File: src/rtl/rv32_pkg.sv
// rv32_pkg: RV32I instruction formats, field bit positions and the canonical NOP.
package rv32_pkg;

    typedef enum logic [2:0] {
        FMT_R = 3'd0,
        FMT_I = 3'd1,
        FMT_S = 3'd2,
        FMT_B = 3'd3,
        FMT_U = 3'd4,
        FMT_J = 3'd5
    } fmt_e;

    localparam int OPC_LSB = 0;
    localparam int RD_LSB  = 7;
    localparam int F3_LSB  = 12;
    localparam int RS1_LSB = 15;
    localparam int RS2_LSB = 20;
    localparam int F7_LSB  = 25;

    localparam logic [31:0] NOP_INSTR = 32'h0000_0013;

endpackage

File: src/rtl/imm_packer.sv
// imm_packer: scatters an immediate into its RV32I format bit positions; range check compiled in with IMM_RANGE_CHECK_EN.
module imm_packer
    import rv32_pkg::*;
(
    input  logic [2:0]  fmt,
    input  logic [31:0] imm,
    output logic [31:0] imm_bits,
    output logic        range_err
);

    always_comb begin
        imm_bits = fmt == FMT_I ? {imm[11:0], 20'b0} :
                   fmt == FMT_S ? {imm[11:5], 13'b0, imm[4:0], 7'b0} :
                   fmt == FMT_B ? {imm[12], imm[10:5], 13'b0, imm[4:1], imm[11], 7'b0} :
                   fmt == FMT_U ? {imm[31:12], 12'b0} :
                   fmt == FMT_J ? {imm[20], imm[10:1], imm[11], imm[19:12], 12'b0} :
                   32'b0;
`ifdef IMM_RANGE_CHECK_EN
        // A value fits when every bit above the field's sign bit repeats that sign bit.
        range_err = fmt inside {FMT_I, FMT_S} ? imm[31:11] != {21{imm[11]}} :
                    fmt == FMT_B ? imm[31:12] != {20{imm[12]}} || imm[0] :
                    fmt == FMT_J ? imm[31:20] != {12{imm[20]}} || imm[0] :
                    fmt == FMT_U ? imm[11:0] != 12'b0 :
                    1'b0;
`else
        range_err = 1'b0;
`endif
    end

endmodule

File: src/rtl/instr_encoder.sv
// instr_encoder: assembles RV32I words from fields behind a one-entry output register with an address counter.
module instr_encoder
    import rv32_pkg::*;
#(
    parameter int                ADDR_W    = 8,
    parameter logic [ADDR_W-1:0] BASE_ADDR = '0
) (
    input  logic              clk,
    input  logic              reset_n,
    input  logic              in_valid,
    output logic              in_ready,
    input  logic [2:0]        in_fmt,
    input  logic [6:0]        in_opcode,
    input  logic [4:0]        in_rd,
    input  logic [4:0]        in_rs1,
    input  logic [4:0]        in_rs2,
    input  logic [2:0]        in_funct3,
    input  logic [6:0]        in_funct7,
    input  logic [31:0]       in_imm,
    output logic              out_valid,
    input  logic              out_ready,
    output logic [31:0]       out_instr,
    output logic [ADDR_W-1:0] out_addr,
    output logic              out_err
);

    logic [ADDR_W-1:0] cnt;
    logic [31:0]       imm_bits, fields, word;
    logic              range_err, illegal, has_rd, has_rs1, has_rs2, has_f3, has_f7, take, drain;

    imm_packer u_pack (
        .fmt       (in_fmt),
        .imm       (in_imm),
        .imm_bits  (imm_bits),
        .range_err (range_err)
    );

    always_comb begin
        illegal = in_fmt > FMT_J;
        has_rd  = in_fmt inside {FMT_R, FMT_I, FMT_U, FMT_J};
        has_rs1 = in_fmt inside {FMT_R, FMT_I, FMT_S, FMT_B};
        has_rs2 = in_fmt inside {FMT_R, FMT_S, FMT_B};
        has_f3  = in_fmt inside {FMT_R, FMT_I, FMT_S, FMT_B};
        has_f7  = in_fmt == FMT_R;
        fields  = (32'(in_opcode) << OPC_LSB)
                | (has_rd  ? 32'(in_rd)     << RD_LSB  : 32'b0)
                | (has_rs1 ? 32'(in_rs1)    << RS1_LSB : 32'b0)
                | (has_rs2 ? 32'(in_rs2)    << RS2_LSB : 32'b0)
                | (has_f3  ? 32'(in_funct3) << F3_LSB  : 32'b0)
                | (has_f7  ? 32'(in_funct7) << F7_LSB  : 32'b0);
        word    = illegal ? NOP_INSTR : imm_bits | fields;
    end

    assign in_ready = !reset_n || !out_valid || out_ready;
    assign take     = in_valid && in_ready;
    assign drain    = out_valid && out_ready;

    always_ff @(posedge clk) begin
        if (!reset_n) begin
            out_valid <= 1'b0;
            out_instr <= '0;
            out_err   <= 1'b0;
            out_addr  <= BASE_ADDR;
            cnt       <= BASE_ADDR;
        end else begin
            if (drain)
                cnt <= cnt + 1'b1;
            if (take) begin
                out_valid <= 1'b1;
                out_instr <= word;
                out_err   <= illegal || range_err;
                // A word replacing one leaving this cycle takes the address after it.
                out_addr  <= drain ? cnt + 1'b1 : cnt;
            end else if (drain) begin
                out_valid <= 1'b0;
            end
        end
    end

endmodule

File: config.mk
export PLATFORM = sky130hd
export DESIGN_NAME = instr_encoder
export DESIGN_NICKNAME = d
export VERILOG_FILES = /design/src/rtl/rv32_pkg.sv /design/src/rtl/imm_packer.sv /design/src/rtl/instr_encoder.sv
export SDC_FILE = /design/constraint.sdc
export NUM_CORES = 1
export LEC_CHECK = 0
export BUFFER_PORTS_ARGS = -buffer_cell sky130_fd_sc_hd__buf_4
export CELL_PAD_IN_SITES_DETAIL_PLACEMENT = 0
export CELL_PAD_IN_SITES_GLOBAL_PLACEMENT = 1
export CORE_ASPECT_RATIO = 0.9
export CORE_MARGIN = 2
export CORE_UTILIZATION = 33
export CTS_CLUSTER_SIZE = 14
export DETAILED_ROUTE_END_ITERATION = 12
export PLACE_DENSITY = 0.84
export SYNTH_ARGS = -nofsm -noshare
export SYNTH_HDL_FRONTEND = slang
export SYNTH_SLANG_ARGS = --single-unit
File: constraint.sdc
create_clock -name clk -period 1.5 [get_ports clk]
set_clock_uncertainty 0.1 [all_clocks]
set_input_delay 0 -clock clk [delete_from_list [all_inputs] [get_ports clk]]
set_output_delay 0 -clock clk [all_outputs]
set_load 0.01 [all_outputs]
Yosys cells after proc, flatten, opt, wreduce, memory -nomap -nowiden
Cells that the tools add are included.
Operators by class
  add/sub/neg operators: 1
  magnitude comparators: 1
  equality and inequality tests: 5
  mux-type cells: 14
  bitwise gates (word level): 6
  reduce and logical (&&, ||, !) cells: 11
Operator list (count)
  $mux W32: 7
  $or A25 B32 Y32: 1
  $or A32 B32 Y32: 1
  $mux W25: 1
  $or A20 B25 Y25: 1
  $or A25 B15 Y25: 1
  $mux W20: 1
  $or A12 B20 Y20: 1
  $mux W15: 1
  $mux W12: 1
  $or A7 B12 Y12: 1
  $add A8 B1 Y8 const B: 1
  $mux W8: 1
  $reduce_bool A4 Y1: 2
  $eq A3 B2 Y1 const B: 2
  $eq A3 B3 Y1 const B: 2
  $eq A3 B1 Y1 const B: 1
  $gt A3 B3 Y1 const B: 1
  $logic_not A3 Y1: 1
  $reduce_bool A3 Y1: 1
  $logic_and A1 B1 Y1: 2
  $logic_not A1 Y1: 2
  $logic_or A1 B1 Y1: 2
  $mux W1: 2
  $reduce_bool A2 Y1: 1
Word-level totals
  bits in registers: 50
  input bits: 71
  output and inout bits: 43
  logic and storage cells: 43

Logic depth before layout (Yosys ltp)
Gate-level depths: netlist (run 1).
  depth in word-level cells: 10
  depth in mapped cells: 7

Hierarchy
A second synthesis (run 1) with hierarchy kept.
Unflattened totals
  cell total of the unflattened synthesis: 325
  area, all modules: 2678.8 µm²
Modules (own cells, without submodules)
  instr_encoder: times used 1, cells an instance 259, area each 2272.2 µm², seq. area each 1001.0 µm²
  imm_packer: times used 1, cells an instance 66, area each 406.6 µm², seq. area each 0.0 µm²

Worst setup path before layout (run 1)
OpenSTA, ideal clock, no wires.
  path kind: register to register
  start: reg out_valid
  end: reg out_instr[4]
  setup time: 119 ps
  arrival time: 1278 ps
  required time: 1281 ps
  path slack: 3 ps
  stages on the path, launching flop included: 6
  clock period less this slack: 1497 ps
  cells stage by stage: dfxtp_1 nand3b_4 and2_1 buf_6 buf_6 o221a_1
Between the ends
  word-level cells in the longest chain between the ends: 4
RTL lines
  from (decl): RTL line instr_encoder.sv:20  | output logic out_valid,
  from (signal assigned): RTL line instr_encoder.sv:60  | out_valid <= 1'b0;
  from (signal assigned): RTL line instr_encoder.sv:69  | out_valid <= 1'b1;
  from (signal assigned): RTL line instr_encoder.sv:75  | out_valid <= 1'b0;
  $logic_not A1 Y1: RTL line instr_encoder.sv:54  | assign in_ready = !reset_n || !out_valid || out_ready;
  $logic_or A1 B1 Y1 (2 in a row): RTL line instr_encoder.sv:54
  via in_ready: RTL line instr_encoder.sv:11  | output logic in_ready,
  $logic_and A1 B1 Y1: RTL line instr_encoder.sv:55  | assign take = in_valid && in_ready;
  to (signal assigned): RTL line instr_encoder.sv:70  | out_instr <= word;
  to (decl): RTL line instr_encoder.sv:22  | output logic [31:0] out_instr,
The timed path passes the listed nets, and every way through them passes these cells.
A chain may end at the register's enable or synchronous reset.

Worst setup path in the final report (run 1)
  start: in in_fmt[2]
  end: reg out_instr[22]
Between the ends
  word-level cells in the longest chain between the ends: 8
  elaborated cells on any way between the ends: 19
  those cells by class: order compare: 1; eq/ne: 5; mux: 7; bitwise: 4; reduce/logical: 2
RTL lines
  from (decl): RTL line instr_encoder.sv:12  | input logic [2:0] in_fmt,
  $eq A3 B2 Y1 (tied with other cells): RTL line imm_packer.sv:13, instr_encoder.sv:42
  $reduce_bool A3 Y1 / $mux W32 (equally long branches): RTL line instr_encoder.sv:42, imm_packer.sv:16
  $mux W25 / $mux W32 (equally long branches): RTL line instr_encoder.sv:48, imm_packer.sv:15
  $or A20 B25 Y25 / $mux W32 (equally long branches): RTL line instr_encoder.sv:48, imm_packer.sv:14
  $or A25 B15 Y25 / $mux W32 (equally long branches): RTL line instr_encoder.sv:49, imm_packer.sv:13
  $or A25 B32 Y32 / $mux W32 (equally long branches): RTL line instr_encoder.sv:50, imm_packer.sv:12
  $or A32 B32 Y32: RTL line instr_encoder.sv:51  | word = illegal ? NOP_INSTR : imm_bits | fields;
  $mux W32 *: RTL line instr_encoder.sv:51
Every way passes the cells marked *; elsewhere a longest branch is shown, timed or not.

==> flow_summary.yaml, run 1 <==
run_status:
  outcome: "complete, no violations"
synth:
  synthAdderAreaFrac_pct: 0.5435
  synth_area_per_cell_um2: 9.513
  synth_top_area_cell: "dfxtp_1"
  synth_edf_count: 0
  muxShareOfSynthArea_pct: 3.696
  seq_area_frac_synth_pct: 43.48
  syn_inst: 242
  synth.area.top_cells: "dfxtp_1, a22oi_1, nor2b_1"
  yosysWarnings: 0
  yosys.area_share.simple_pct: 16.36
  ys_async_sr_fraction_pct: 0
  synth_cell_types: 44
  yosysMostFrequentCell: "dfxtp_1"
  synth_compound_gate_area_share_pct: 27.72
  netlist_area_mm2: 0.002302
  synth_top_family_by_area: "compound AO/OA/AOI/OAI gates"
  synth_top_area_share_pct: 43.48
  yosys.area_share.xor_xnor_pct: 2.663
  ys_top_cells_by_count: "dfxtp_1, a22oi_1, o21ai_0"
  syn-num-nets: 314
  synth_ff_type: "dfxtp_1"
  synth_seq_cells: 50
grt:
  track_usage_pct: 18.48
  grt.busiest_layer: "met2"
  grt_overflow: 0
  use_met3_pct: 4.719
  grt_max_degree: 52
  grt_pass1_vias: 2414
  antenna_found_initial: 0
  met1_usage_pct: 23.73
  met2_usage_pct: 29.95
  grt_pass1_wl_mm: 11.56
critical_path:
  rr_worst_depth: 5
  crit_fanout: 13
  cp.required_ns: 1.63
  critPathKind: "in2reg"
  crit_top_cell: "buf_4"
  r2r-end: "out_addr[7]$_SDFFE_PN0P_"
  critPathBufInv: 3
  crit_path_top_delay_cell: "dlygate4sd3_1"
  cp_cell_sequence: "buf_4 -> nor2b_1 -> buf_4 -> a22o_1 -> a22oi_1 -> dlygate4sd3_1 -> o21ai_0"
  worst_setup_path_start_kind: "input pin"
  path_delay_family: "buffers and inverters"
  reg2reg_slack_ns: 0.12
  cp-endpoint: "out_instr[22]$_SDFFE_PN0P_"
  crit_path_start: "in_fmt[2]"
  crit_arrival_ns: 1.56
  crit_cells: 7
  cp-end-kind: "flop"
  r2r_start: "out_valid$_SDFFE_PN0P_"
  critical-path-max-stage-delay_ns: 0.58
routing:
  vias: 2441
  viasPerCell: 5.012
  ant_nets: 0
  first_pass_iters: 4
  wire_per_inst_um: 14.64
  drt_wl_total_mm: 7.130
  drc_errors: 0
  drtIter0Drc: 146
placed_design:
  post-dp-hpwl_mm: 4.976
  portBuffers: 113
  gp_congestion: 0.8111
clock_tree:
  htree_levels: 2
  clock_sinks: 50
  clk_pin_slew_ns: 0.09
  insertion_delay_ns: 0.30
  cts_buffers: 5
  post_cts_buffers: 0
  clock-root-buffer: "clkbuf_8"
  clk_path_buf_depth: 2
  tritoncts: "done"
die:
  boundaryPins: 114
  rows: 28
  dieArea_mm2: 0.007661
  core_area_mm2: 0.006656
  initial_core_util_pct: 34.59
  die_w_um: 92.04
  die_y_um: 83.24
pwr:
  ir_worst_vdd_mv: 0.6760
  power_uw: 3151
  power_density_mw_per_mm2: 829.9
  p_leak_uw: 0.001706
final_layout:
  nFillCells: 615
  syn_to_final_growth_pct: 64.95
  drive_gt1_share_pct: 36.78
  antennaDiodeCount: 0
  finalNetCount: 469
timing:
  max_clock_freq_ghz: 0.7020
  tightest_slew_ns: 0.4512
  drv_slew: 0
  fin_setup_tns_ns: 0
  period_needed_ns: 1.425
  slew_headroom_pct: 69.92
  hold_violations: 0
  fin_crit_sh_pct: 94.97
  grt_setup_unrepaired: "no"
  finalSetupViolCount: 0
job:
  cap_violations: 0
worst_hold_path:
  hold_class: "in2reg"
==> where the power goes <==
group / internal (µW) / total (µW) / switching [µW]
logic: 435 / 741 / 307
registers: 1400 / 1450 / 45.0
clock network: 534 / 960 / 427
==> stage by stage <==
| stage | hold slack (ns) | utilization, % | instance area (µm²) | setup WS (ns) | cells |
|---|---|---|---|---|---|
| after floorplan | 0.02730 | - | 2302 | 0.002920 | 242 |
| after global placement | 0.1603 | 48.85 | 3252 | 0.1330 | 438 |
| after detailed placement | 0.1685 | 48.85 | 3252 | 0.1131 | 438 |
| after CTS | 0.005819 | 56.86 | 3785 | 0.03027 | 487 |
| after global routing | 0.03532 | 57.05 | 3797 | 0.003265 | 487 |
| final | 0.01437 | 57.05 | 3797 | 0.07540 | 487 |
==> layer usage <==
layer  up-vias  part of all wire (%)  wire length [µm]
li1       1208                     -                 -
met1      1122                    44              3129
met2        97                    47              3326
met3        14                   7.6               541
met4         0                   1.9               133
met5         -                     0                 0
==> state kept, by name, indices dropped and copies added, names as in the netlist <==
signal and cells:
out_instr 32, cnt 8, out_addr 8, out_err 1, out_valid 1
==> what timing repair did <==
action | CTS | global route
endpoints found under the setup margin | 0 | 8
endpoints found under the hold margin | 29 | 0
gates resized for setup | 0 | 4
hold buffers | 42 | 0
==> layout make-up <==
type	instances	area [µm²]	area share, %
Inverter	5	18.77	0.4942
Multi-Input combinational cell	167	1182	31.14
Sequential cell	50	1001	26.36
Tap cell	90	112.6	2.965
Timing Repair Buffer	168	1370	36.08
Clock buffer	6	82.58	2.175
Clock inverter	1	30.03	0.7908
==> worst min-delay path, delay by kind of cell <==
| kind | cells | cell delay (ns) |
|---|---|---|
| AO/OA/AOI/OAI | 3 | 0.31 |
| buffers and inverters | 1 | 0.08 |
==> placed cells by master, fill, tap and decap left out, types with 2 or more instances in the layout <==
master	netlist	layout
nor2_1	14	14
nor2b_1	13	13
dfxtp_1	50	50
nor3b_1	9	9
a21boi_0	2	2
clkbuf_8	0	6
o21ai_0	16	16
dlygate4sd3_1	0	42
o211a_1	7	7
a22o_1	4	4
mux2i_1	4	4
buf_4	2	125
xnor2_1	6	6
o221a_2	2	2
a21oi_1	13	13
inv_1	4	4
a221o_1	5	5
a221oi_1	8	8
nand2_1	12	12
a22oi_1	20	20
mux2_2	2	2
o22a_1	5	5
nand3_1	6	6
==> cell families (layout without fill, tap and decap cells) <==
group                      after synthesis  count (layout)
AOI/OAI and AO/OA                       86              86
and+or+nand+nor                         66              66
DFF                                     50              50
buffers and inverters                   25             180
xor gates and xnor gates                 7               7
muxes                                    7               7
adders and majority gates                1               1
==> worst min path at each step <==
stage | start | to | slack [ns] | cells past startpoint
5_1_grt | in_imm[23] | out_instr[23]$_SDFFE_PN0P_ | 0.04 | 4
4_1_cts | in_imm[23] | out_instr[23]$_SDFFE_PN0P_ | 0.006 | 4
3_5_place_dp | in_opcode[3] | out_instr[3]$_SDFFE_PN0P_ | 0.17 | 3
3_3_place_gp | in_opcode[3] | out_instr[3]$_SDFFE_PN0P_ | 0.16 | 3
6_report | in_imm[23] | out_instr[23]$_SDFFE_PN0P_ | 0.01 | 4
2_1_floorplan | out_ready | in_ready | 0.03 | 1
Power figures use the tool's default switching activity.
==> run 2, diff against run 1 <==
Settings changed: CORE_UTILIZATION 33 to 25, PLACE_DENSITY 0.84 to 0.67.
==> run 2 against run 1 <==
Sequential power about the same. Worst hold slack better by 0.019 ns. Count of clock-buffer cells in the layout unchanged. Utilization down 15 points. Design area up 0.99%. Non-clock buffer count down 1. Setup slack worse by 0.016 ns. Combinational power up 1%.
==> flow_summary.yaml, run 2 (same netlist as run 1, synthesis figures left out) <==
run_status:
  outcome: "complete, no violations"
final_layout:
  largest_register_ffs: 32
  antennaDiodeCount: 0
  stdcell_count: 519
  layout_commonest_cell: "buf_4"
  register_area_mm2: 0.001001
  top_regs: "out_instr: 32 flops, cnt: 8 flops, out_addr: 8 flops"
  utilization_pct: 42.41
  finalNetCount: 468
  drive_gt1_share_pct: 36.27
  largest-register: "out_instr"
  nFillCells: 899
  syn_to_final_growth_pct: 66.58
  mostFrequentLayoutCells: "buf_4, dfxtp_1, dlygate4sd3_1"
  multiInputGateArea_mm2: 0.001179
clock_tree:
  post_cts_buffers: 0
  clock_sinks: 50
  insertion_delay_ns: 0.29
  tritoncts: "done"
  clk_path_buf_depth: 2
  clock-root-buffer: "clkbuf_8"
  cts_buffers: 5
  htree_levels: 2
  clk_pin_slew_ns: 0.09
critical_path:
  crit_arrival_ns: 1.52
  cp-end-kind: "flop"
  crit_path_top_delay_cell: "dlygate4sd3_1"
  rr_worst_depth: 5
  r2r-end: "out_addr[7]$_SDFFE_PN0P_"
  cp.required_ns: 1.58
  r2r_start: "out_valid$_SDFFE_PN0P_"
  worst_setup_path_start_kind: "input pin"
  reg2reg_slack_ns: 0.09
  cp_cell_sequence: "dlygate4sd3_1 -> buf_4 -> nand3b_4 -> and2_1 -> buf_4 -> o21ai_0 -> a21oi_1"
  crit_top_cell: "buf_4"
  critPathKind: "in2reg"
  critical-path-max-stage-delay_ns: 0.54
  crit_fanout: 22
timing:
  drv_slew: 0
  grt_setup_unrepaired: "yes"
  max_clock_freq_ghz: 0.6942
  slew_headroom_pct: 68.75
  period_needed_ns: 1.440
  fin_setup_tns_ns: 0
  hold_violations: 0
  tightest_slew_ns: 0.4687
  whs_ns: 0.03379
  fin_crit_sh_pct: 96.03
  finalSetupViolCount: 0
routing:
  vias: 2380
  drt_wl_total_mm: 7.540
  viasPerCell: 4.586
  wire_per_inst_um: 14.53
  drc_errors: 0
  ant_nets: 0
  drtIter0Drc: 95
  first_pass_iters: 4
die:
  initial_core_util_pct: 25.46
  die_y_um: 95.04
  die_w_um: 105.2
  rows: 33
  dieArea_mm2: 0.009994
  boundaryPins: 114
  core_area_mm2: 0.009042
pwr:
  p_leak_uw: 0.001694
  p_switching_uw: 808.5
  power_density_mw_per_mm2: 820.6
  internal-power_uw: 2338
  p_sw_share_pct: 25.69
  combPwrFrac_pct: 23.8
  ir_worst_vdd_mv: 0.3867
  clock_power_share_pct: 30.1
  power_uw: 3147
  p_seq_share_pct: 46.1
grt:
  antenna_found_initial: 0
  track_usage_pct: 15.32
  grt_max_degree: 52
  grt_overflow: 0
  grt_pass1_vias: 2397
  grt_pass1_wl_mm: 12.22
job:
  cap_violations: 0
placed_design:
  gp_congestion: 0.7707
  numPlacedInstances: 468
  portBuffers: 113
  post-dp-hpwl_mm: 5.283
worst_hold_path:
  min_from: "in_imm[24]"
  min_to: "out_instr[24]$_SDFFE_PN0P_"
  hold_class: "in2reg"
  hold_path_depth: 4
## run 2: power by group through the flow
stage               combinational, µW  clock (µW)  sequential (µW)
CTS                               749         991             1450
detailed placement                653           0             1480
floorplan                         268           0             1510
finish                            750         948             1450
global route                      821        1040             1460
global placement                  648           0             1480
## run 2: worst max-delay path, delay by kind of cell
family | cells | cell delay (ns)
buffers and inverters | 3 | 0.91
and+or+nand+nor | 2 | 0.37
AOI/OAI and AO/OA | 2 | 0.23
## run 2: worst max path at each step
stage / depth (start not counted) / startpoint / end
2_1_floorplan: 5 / out_valid$_SDFFE_PN0P_ / out_instr[4]$_SDFFE_PN0P_
4_1_cts: 6 / out_ready / out_instr[23]$_SDFFE_PN0P_
6_report: 7 / out_ready / out_instr[28]$_SDFFE_PN0P_
3_3_place_gp: 4 / out_valid$_SDFFE_PN0P_ / out_instr[21]$_SDFFE_PN0P_
3_5_place_dp: 5 / out_valid$_SDFFE_PN0P_ / out_addr[7]$_SDFFE_PN0P_
5_1_grt: 7 / out_ready / out_instr[28]$_SDFFE_PN0P_
## run 2: metal layers
layer	wire [µm]	up-vias	global-route usage, %
li1	-	1208	-
met2	3419	79	25.38
met1	3641	1089	20.69
met3	429	4	3.486
met4	49	0	3.000
met5	0	-	0
## run 2: final cells by class
class                   instances  area share (%)
repair buffers                167           35.82
multi-input cells             167           30.73
flip-flops and latches         50           26.10
well taps                     122           3.980
clock buffers                   6           1.892
clock inverters                 2          0.9788
inverters                       5          0.4894
## run 2: what timing repair did
item | CTS | global route
hold buffers | 43 | 0
gates resized for setup | 0 | 3
setup endpoints to repair | 0 | 8
hold endpoints to repair | 29 | 0
## run 2: per-stage QoR
| step | setup slack (ns) | instance area (µm²) |
|---|---|---|
| 3_3_place_gp | 0.1360 | 3289 |
| 5_1_grt | -0.01413 | 3835 |
| 6_report | 0.05958 | 3835 |
| 4_1_cts | 0.01148 | 3830 |
| 2_1_floorplan | 0.002920 | 2302 |
| 3_5_place_dp | 0.09102 | 3289 |
